[config.mk]
export PLATFORM = sky130hd
export DESIGN_NAME = scarv_cop_mem_arb
export DESIGN_NICKNAME = d
export VERILOG_FILES = /design/src/rtl/scarv_cop_mem_arb.sv
export SDC_FILE = /design/constraint.sdc
export NUM_CORES = 1
export LEC_CHECK = 0
export CORE_AREA = 2 2 123 125
export DETAILED_ROUTE_END_ITERATION = 6
export DIE_AREA = 0 0 125 127
export SETUP_SLACK_MARGIN = 0.3
export SYNTH_ARGS = -nofsm -noshare
export SYNTH_HDL_FRONTEND = slang
export SYNTH_SLANG_ARGS = --single-unit
[constraint.sdc]
create_clock -name g_clk -period 3.7 [get_ports g_clk]
set_input_delay 0.74 -clock g_clk [delete_from_list [all_inputs] [get_ports g_clk]]
set_output_delay 0.74 -clock g_clk [all_outputs]
set_load 0.01 [all_outputs]
[src/rtl/scarv_cop_mem_arb.sv]
// Shares one word-aligned memory port between the CPU data port and the COP port.
// The winner drives the port combinationally; the grant locks through stalls and responses return to the issuer.
module scarv_cop_mem_arb #(
  parameter int ARB_MODE     = 1,
  parameter int STARVE_LIMIT = 4
) (
  input  logic        g_clk,
  input  logic        g_resetn,
  output logic        g_clk_req,

  input  logic        cpu_mem_cen,
  input  logic        cpu_mem_wen,
  input  logic [31:0] cpu_mem_addr,
  input  logic [31:0] cpu_mem_wdata,
  input  logic [3:0]  cpu_mem_ben,
  output logic [31:0] cpu_mem_rdata,
  output logic        cpu_mem_stall,
  output logic        cpu_mem_error,

  input  logic        cop_mem_cen,
  input  logic        cop_mem_wen,
  input  logic [31:0] cop_mem_addr,
  input  logic [31:0] cop_mem_wdata,
  input  logic [3:0]  cop_mem_ben,
  output logic [31:0] cop_mem_rdata,
  output logic        cop_mem_stall,
  output logic        cop_mem_error,

  output logic        mem_cen,
  output logic        mem_wen,
  output logic [31:0] mem_addr,
  output logic [31:0] mem_wdata,
  output logic [3:0]  mem_ben,
  input  logic [31:0] mem_rdata,
  input  logic        mem_stall,
  input  logic        mem_error
);

  localparam logic       SEL_CPU    = 1'b0;
  localparam logic       SEL_COP    = 1'b1;
  localparam logic [3:0] STARVE_LIM = 4'(STARVE_LIMIT);

  logic       lock;
  logic       owner;
  logic       resp_pend;
  logic       resp_owner;
  logic       last_win;
  logic [3:0] cop_wait;

  logic       tie_pick;
  logic       arb_pick;
  logic       winner;
  logic       win_cen;
  logic       accept;

  function automatic logic [3:0] sat_inc(input logic [3:0] v);
    return (v == 4'hF) ? v : v + 4'd1;
  endfunction

  always_comb begin
    if (ARB_MODE == 1) begin
      tie_pick = (last_win == SEL_CPU) ? SEL_COP : SEL_CPU;
    end else begin
      tie_pick = (cop_wait >= STARVE_LIM) ? SEL_COP : SEL_CPU;
    end
    if (cpu_mem_cen && cop_mem_cen) begin
      arb_pick = tie_pick;
    end else begin
      arb_pick = cop_mem_cen ? SEL_COP : SEL_CPU;
    end
    // A locked grant ignores new requests; if the owner drops cen, win_cen goes low.
    winner  = lock ? owner : arb_pick;
    win_cen = (winner == SEL_COP) ? cop_mem_cen : cpu_mem_cen;
  end

  assign mem_cen   = g_resetn & win_cen;
  assign mem_wen   = (winner == SEL_COP) ? cop_mem_wen   : cpu_mem_wen;
  assign mem_addr  = (winner == SEL_COP) ? cop_mem_addr  : cpu_mem_addr;
  assign mem_wdata = (winner == SEL_COP) ? cop_mem_wdata : cpu_mem_wdata;
  assign mem_ben   = (winner == SEL_COP) ? cop_mem_ben   : cpu_mem_ben;
  assign accept    = mem_cen & ~mem_stall;

  assign cpu_mem_stall = ~g_resetn |
                         ((winner == SEL_CPU) ? (cpu_mem_cen & mem_stall) : cpu_mem_cen);
  assign cop_mem_stall = ~g_resetn |
                         ((winner == SEL_COP) ? (cop_mem_cen & mem_stall) : cop_mem_cen);

  assign cpu_mem_rdata = mem_rdata;
  assign cop_mem_rdata = mem_rdata;
  assign cpu_mem_error = g_resetn & mem_error & resp_pend & (resp_owner == SEL_CPU);
  assign cop_mem_error = g_resetn & mem_error & resp_pend & (resp_owner == SEL_COP);

  assign g_clk_req = cpu_mem_cen | cop_mem_cen | resp_pend;

  // Request stage -> response stage: accept in this cycle means rdata/error next cycle.
  always_ff @(posedge g_clk) begin
    if (!g_resetn) begin
      lock       <= 1'b0;
      owner      <= SEL_CPU;
      resp_pend  <= 1'b0;
      resp_owner <= SEL_CPU;
      last_win   <= SEL_COP;
      cop_wait   <= 4'd0;
    end else begin
      lock       <= mem_cen & mem_stall;
      owner      <= winner;
      resp_pend  <= accept;
      resp_owner <= winner;
      if (accept) begin
        last_win <= winner;
      end
      if (accept && (winner == SEL_COP)) begin
        cop_wait <= 4'd0;
      end else if (cop_mem_cen) begin
        cop_wait <= sat_inc(cop_wait);
      end
    end
  end

endmodule

# Word level (Yosys, flattened, before mapping)
# Cells that the tools add are included.
dict set report totals {
  regBits 4
  latchBits 0
  ramBits 0
  rom_bits 0
  out_inout_bits 139
  n_memories 0
}
dict set report classes {
  n_addsub 0
  n_mul 0
  div_mod_pow 0
  n_lt_le_gt_ge 0
  eq_ne 0
  shift 0
  n_mux 11
  bitwise 16
  n_reduce_logical 1
}
# cell count
set ops {}
lappend ops {{2-to-1 mux 32 bit} 2}
lappend ops {{bitwise AND 1 bit} 9}
lappend ops {{2-to-1 mux 1 bit} 8}
lappend ops {{2-to-1 mux 4 bit} 1}
lappend ops {{bitwise OR 1 bit} 4}
lappend ops {{NOT 1 bit} 3}
lappend ops {{logical AND 1 bit} 1}

# Depth between registers and ports, before layout
# Gate-level depths: netlist of the first run.
dict set report depth {
  depth_word 6
  depth_mapped 4
}

# Least setup slack after synthesis of the first run
# OpenSTA, ideal clock, no wires.
dict set report synth_timing {
  path_type {input port to output port}
  startpoint {input cop_mem_cen}
  endpoint {output mem_addr[0]}
  t_arrival_ns 1.647
  required_ns 2.960
  setup_slack_ns 1.313
  cell_stages 4
  n_path_buf 1
  path_cell_list {nor2b_2 -> a21oi_4 -> buf_4 -> mux2_1}
}
dict set report synth_via {
  elab_chain_cells 4
}
# item line_no
set synth_rtl {}
lappend synth_rtl {{start, declared} 20} ;# input logic cop_mem_cen,
lappend synth_rtl {{2-to-1 mux 1 bit or logical AND 1 bit (tied branches)} {69, 66}}
lappend synth_rtl {{2-to-1 mux 1 bit (*)} 66} ;# if (cpu_mem_cen && cop_mem_cen) begin
lappend synth_rtl {{2-to-1 mux 1 bit (*)} 72} ;# winner = lock ? owner : arb_pick;
lappend synth_rtl {{2-to-1 mux 32 bit (*)} 78} ;# assign mem_addr = (winner == SEL_COP) ? cop_mem_addr : cpu_mem_addr;
lappend synth_rtl {{end, declared} 31} ;# output logic [31:0] mem_addr,
# Mark *: on every way between the ends. The rest lies on a longest branch, timed or not.

# Worst setup path after layout of the first run
dict set report layout_timing {
  startpoint {input cop_mem_cen}
  endpoint {output mem_addr[3]}
}
# The elaborated chain is that of the path after synthesis.

==> results of run 1 <==
worst paths after layout:
path / to / from / cells past startpoint / slack [ns]
min: last_win$_SDFFE_PN1P_ / last_win$_SDFFE_PN1P_ / 2 / 0.55
max: mem_addr[3] / cop_mem_cen / 6 / 0.37
max reg2reg: last_win$_SDFFE_PN1P_ / owner$_SDFF_PN0_ / 4 / 2.39
min reg2reg: last_win$_SDFFE_PN1P_ / last_win$_SDFFE_PN1P_ / 2 / 0.55
flip-flops by register name, indices dropped and copies added (netlist names):
signal,count
owner,1
resp_pend,1
last_win,1
lock,1
final cells by class:
class / instances / area share
sequential: 4 / 0.02192
clock buffer: 3 / 0.02055
timing repair buffer: 225 / 0.6366
tap: 184 / 0.06301
multi-input combinational: 91 / 0.2538
inverter: 4 / 0.004110
metal layers:
layer	global-route usage	vias to the layer above	wire, µm
met5	0	-	0
met4	0.03268	0	131
met3	0.03015	12	725
met2	0.1880	105	4549
met1	0.1224	832	3691
li1	-	838	-
cell usage after synthesis (2+ instances only):
library cell | instances | area, µm²
sky130_fd_sc_hd__mux2_2 | 20 | 225.2
sky130_fd_sc_hd__inv_1 | 4 | 15.01
sky130_fd_sc_hd__and2_1 | 2 | 12.51
sky130_fd_sc_hd__dfxtp_1 | 4 | 80.08
sky130_fd_sc_hd__nor2_1 | 4 | 15.01
sky130_fd_sc_hd__buf_4 | 71 | 533.0
sky130_fd_sc_hd__mux2_1 | 49 | 551.8
power breakdown:
part	switching [mW]	total, mW	internal, mW
Combinational	0.166	0.493	0.327
Sequential	0.00246	0.0486	0.0462
Clock	0.0303	0.168	0.138
worst max-delay path: stages:
cell	delay (ns)
sky130_fd_sc_hd__dlygate4sd2_1	0.28
sky130_fd_sc_hd__nor2b_2	0.20
sky130_fd_sc_hd__a21oi_4	0.20
sky130_fd_sc_hd__buf_6	0.23
sky130_fd_sc_hd__mux2_1	0.41
sky130_fd_sc_hd__clkdlybuf4s50_1	0.52
cells by family after synthesis:
family | Yosys count | share of synthesized area
DFF | 4 | 0.05157
and+or+nand+nor | 13 | 0.04674
buffers and inverters | 75 | 0.3529
AOI/OAI and AO/OA | 9 | 0.04836
muxes | 69 | 0.5004
stage by stage:
step                std cells  hold slack [ns]  instance area [µm²]  utilization  total power, mW
CTS                       510           0.5512                 3607       0.2501           0.7145
detailed placement        503           0.5180                 3460       0.2399           0.5279
global route              511           0.5942                 3654       0.2533           0.7439
floorplan                 170           0.4680                 1553            -           0.2733
finish                    511           0.5453                 3654       0.2533           0.7098
global placement          503           0.4953                 3460       0.2399           0.5268
timing repair:
action	in CTS	in global routing
gates resized for setup	20	8
gates cloned	2	1
buffers inserted	2	0
pin swaps	1	1
hold buffers	0	0
setup endpoints to repair	69	27
==> summary by stage, run 1 <==
STA
The total count of max-transition violations in the final report was 0. Across all setup checks in the final design, the least slack found is about 0.37 ns. The final count of hold timing violations is 0. The final worst clock skew is 0.001897 ns. Of the available clock period, the critical path in the final layout requires 0.9006. The maximum frequency from static timing analysis is 0.3001 GHz. Setup repair after global routing left no endpoint under its margin.

The total negative setup slack is 0 ns. The actual transition at the worst max-transition pin is roughly 0.28 ns. The tightest slew margin relative to the limit is 0.8141. The time the worst path needs with I/O delays and setup is 3.332 ns. Setup violations remaining at the end of the flow were counted as 0.

Run
Across the run, the number of max-cap violations was 0.

Setup path
The kind of capture point of the worst setup path is an output port. The data arrival time of the worst path is about 2.6 ns. In this run the worst path has a maximum fanout of 14. The type of the worst setup path is input port to output port. The required time at the worst-slack endpoint is 2.96 ns. STA classifies the critical path startpoint as an input port.

Routing
The number of DRC violations after detailed routing is 0. The first-pass detailed-route iteration total is 4. After detailed routing, the total wire length is around 9 mm. The antenna violation net count after detailed routing is 0. The final routed wire length divided by cell count is between 15 and 20 µm. The number of DRC markers after the initial detailed-route iteration is 57.

The via count is between 1,500 and 2,000. The number of vias per cell after detailed routing is approximately 3.5.

Layout
The most common cell after layout, fill and taps aside is sky130_fd_sc_hd__clkdlybuf4s50_1. In the layout the commonest cells are 194 x sky130_fd_sc_hd__clkdlybuf4s50_1, 49 x sky130_fd_sc_hd__mux2_1, 20 x sky130_fd_sc_hd__mux2_2, 17 x sky130_fd_sc_hd__dlygate4sd2_1, 7 x sky130_fd_sc_hd__dlymetal6s2s_1. From synthesis to final layout, the design area changed by 135.3%. 0 antenna diodes ended up in the layout. The ratio of cells with drive above 1 in the final layout is 0.1009. The count of fill cells added during filler insertion is between 1,500 and 2,000.

The count of nets after finishing is 505. Summing all flip-flop and latch instances after layout gives approximately 80 µm². The footprint of the multi-input gates is between 900 and 1000 µm².

Logic synthesis
In the synthesized netlist the dominant register cell turns out to be sky130_fd_sc_hd__dfxtp_1. The count of flip-flops with a built-in enable after synthesis is 0. In the synthesized netlist the async set-or-reset flop fraction comes to 0. The total nets after synthesis is between 300 and 400. After synthesis the netlist holds a flip-flop and latch count of 4.

Counting distinct cell types in the post-synthesis netlist gives 23. After technology mapping, the gate count stands at between 150 and 200. The synthesized area is between 1500 and 2000 µm².

The total of warnings raised by yosys is 0. Averaged over all synthesized cells, the footprint is about 9.1 µm². The sequential-to-total area share from yosys stat is 0.05157.

Floorplan
The die boundary width is between 100 and 150 µm. The overall die area is 15,880 µm². The initialized floorplan defines 44 standard-cell rows. The initial utilization of the core area, before any placement, comes to 0.1077. The top-level I/O count is between 300 and 400. From bottom edge to top edge, the die measures around 130 µm. The floorplan step defined a core boundary enclosing between 10,000 and 15,000 µm².

Clocking
Clock tree synthesis inserted a total of 3 buffers. Clock-pin slew was measured on the worst setup and hold paths at 0.03 ns. Clock tree synthesis found a total of 4 sinks.

The H-tree depth is 1. The clock tree from TritonCTS is built. At the later pin of the worst-skew pair, clock insertion delay measures approximately 0.22 ns. In this run the deepest clock path goes through 2 buffers. The cell sitting at the root of the clock tree is a sky130_fd_sc_hd__clkbuf_16.

Global route
The first-pass GRT wire length is ~12 mm. The number of antenna violations at the first check in global routing is 0. The number of global-route vias before repair came to around 1,900. Across every metal layer, demand over resource in global routing totals 0.1054. The pin count of the biggest net entering global routing is 29. The final global-route overflow total is 0.

Placed design
At the placement stage, the worst setup path has a slack of around 0.095 ns. The number of buffers added on ports is approximately 220. The congestion estimate from routability-driven global placement came to 0.8702.

The detailed placer's ending HPWL is 7.412 mm.

Pwr
Dividing total power by cell area gives a power density of 194.3 nW/µm². The maximum vdd ir drop is about 0.18 mV. The leakage power total is 1.448 nW.

Run status
The run finished with clean final reports.

Min path
The path class of the tightest hold or removal check is register to register.
Power figures use the tool's default switching activity.
==> run 2: changes to the inputs <==
- DONT_BUFFER_PORTS: default -> 1
==> summary by stage, run 2 (synthesis gave the netlist of run 1 again) <==
Pwr
Summed over all cells, the static leakage comes to between 0.4 and 0.5 nW. The power share of the combinational group is 0.458. The internal portion of the total power is around 0.25 mW. The part of the total power dissipated in sequential elements is 0.120. The net switching power is between 0.15 and 0.2 mW.

Of the total power, the clock network draws 0.422. The worst-case IR drop observed on VDD is 0.1058 mV. Dividing total power by cell area gives a power density of 300.7 nW/µm². The proportion of total power due to net switching is 0.3730.

STA
The final worst clock skew is approximately 0.0043 ns. The final count of hold timing violations is 0. The worst hold slack is 0.5188 ns.

The actual transition at the worst max-transition pin is between 0.6 and 0.7 ns. The total count of max-transition violations in the final report is 0. The smallest clock period supported by the final layout is computed as around 2.7 ns. In this run the tightest slew margin relative to its limit is 0.5723. Setup violations remaining at the end of the flow were counted as 0. The portion of the clock cycle consumed by the worst path in the final layout is 0.7232.

Setup repair after global routing left no endpoint under its margin. Static timing analysis puts the maximum clock frequency at 0.3737 GHz. The least setup slack across all paths after layout is about 1 ns.

The total negative setup slack is 0 ns.

Floorplan
From left edge to right edge, the die measures 125 µm. The floorplan step defined a die boundary enclosing 15,880 µm². The floorplan row count is 44. The effective utilization at floorplan is 0.1077. ~320 I/O pins were placed. The floorplan step set the die height to around 130 µm.

The region available for standard cell placement spans 14,420 µm².

Placed design
The post-placement setup slack is around 1.0 ns. The number of buffers added on ports is 0. The cell count after placement is about 280. The last weighted congestion value of the routability-driven placer is between 1 and 1.5. The detailed placer's ending HPWL is between 5 and 6 mm.

Layout
Of the cells placed in the final design, the portion with a size suffix greater than 1 is 0.2524. Excluding fillers, the count of instances in the completed layout stands at ~290. The repair_antennas step left the layout with diodes totalling 0. The area taken by flip-flops and latches is between 80 and 90 µm².

The area growth from synthesis to layout is -13.38%. The library cells used most frequently in the layout, excluding fill and tap cells, are 49 x sky130_fd_sc_hd__mux2_1, 20 x sky130_fd_sc_hd__mux2_2, 4 x sky130_fd_sc_hd__inv_1, 4 x sky130_fd_sc_hd__nor2_1, 4 x sky130_fd_sc_hd__dfxtp_1. At the end of the flow, the number of nets in the layout was 281. Leaving out fill and tap cells, the most frequent cell in the layout is sky130_fd_sc_hd__mux2_1.

The count of fill cells added during filler insertion is approximately 1,700. In the final layout, the multi-input gates occupy just over 900 µm².

Setup path
In this design, the stage delay of the slowest critical-path cell is 0.49 ns. The data arrival time of the worst path is between 1.5 and 2 ns. The standard cell with the maximum stage delay on the critical path is sky130_fd_sc_hd__mux2_1. The number of buffers and inverters on the critical path is 1. The kind of cell with the highest combined delay on the critical path is multiplexers.

The required time at the worst-slack endpoint is between 2 and 3 ns. The kind of capture point of the worst setup path is an output port. The nature of the critical path startpoint is an input port. The top fanout value on the critical path is 69. Traced cell by cell, the critical path runs through nor2b_2 -> a21oi_4 -> buf_12 -> mux2_1.

Tracing the worst setup path back leads to its startpoint at cop_mem_cen. The type of the worst setup path is input port to output port. The startpoint identified for the worst register-to-register timing path is owner$_SDFF_PN0_.

Clocking
The tree built by TritonCTS fans out to 4 sinks. In this run, CTS created clock tree buffers numbering 3. The number of instances resized during post-cts repair is 0. The later pin in the worst-skew pair is clocked with a latency of about 0.23 ns.

In this run the deepest clock path goes through 2 buffers. In this run the post-CTS setup repair buffer count came out at 0. The number of hold buffers added after CTS is 0. Clock-pin slew was measured on the worst setup and hold paths at approximately 0.030 ns. The clock tree from TritonCTS is built.

In this run the clock root is driven by a sky130_fd_sc_hd__clkbuf_16. CTS built an H-tree with a depth of 1.

Global route
The number of global-route vias before repair was 985. The pin count of the biggest net entering global routing is 70. In the global route stage, overall resource usage came out at 0.06890. The first global-routing pass estimated 7.500 mm of wire. The number of antenna violations at the first check in global routing was 2.

For this run the aggregate overflow at the end of global routing stands at 0.

Run status
The run finished with clean final reports.

Routing
The first detailed-routing pass ran for 4 iterations. Summed over all layers, the routed wires come to between 6 and 7 mm. The detailed router finished its first iteration with 46 violations. The final routed wire length divided by cell count is between 20 and 25 µm. The number of vias per cell after detailed routing is around 3.4. The number of DRC violations after detailed routing is 0. The via count is ~1,000. The count of nets left with antenna violations once routing finished came out at 0.

Min path
The source of the worst hold timing path is last_win$_SDFFE_PN1P_. The classification of the worst-slack hold path is register to register.

Run
The tool flagged a number of max-cap violations equal to 0.
-- run 2: power by group through the flow --
stage               logic (mW)  registers, mW  clock network (mW)
detailed placement       0.186         0.0490                   0
global placement         0.186         0.0486                   0
global route             0.194         0.0489               0.176
CTS                      0.188         0.0484               0.172
floorplan                0.225         0.0483                   0
finish                   0.185         0.0485               0.171
-- run 2: metal layers --
layer,GRT usage,vias up,wire [µm]
met5,0,-,30
met4,0.03203,4,142
met3,0.05067,16,1055
met2,0.1045,109,2796
met1,0.07161,454,2178
li1,-,389,-
-- run 2: worst reg2reg max path: cells and delay by family, from the launching register on --
kind            cells  cell delay (ns)
flops               1             0.39
compound gates      2             0.38
simple gates        1             0.25
-- run 2: stage by stage --
step                      area [µm²]  utilization  total power, mW
after global routing            1345      0.09325           0.4188
after floorplan                 1553            -           0.2733
after global placement          1270      0.08805           0.2343
final                           1345      0.09325           0.4044
after detailed placement        1270      0.08805           0.2352
after CTS                       1345      0.09325           0.4090
-- run 2: cell type report --
| class | count | share of cell area |
|---|---|---|
| Multi-Input combinational cell | 91 | 0.6874 |
| Tap cell | 184 | 0.1712 |
| Sequential cell | 4 | 0.05953 |
| Clock buffer | 3 | 0.05581 |
| Timing Repair Buffer | 1 | 0.01488 |
| Inverter | 4 | 0.01116 |
-- run 2: worst paths after layout --
path         cells past startpoint  slack (ns)                    end
max                              4        1.02          mem_wdata[31]
max reg2reg                      3        2.56  last_win$_SDFFE_PN1P_
min                              2        0.52  last_win$_SDFFE_PN1P_
min reg2reg                      2        0.52  last_win$_SDFFE_PN1P_
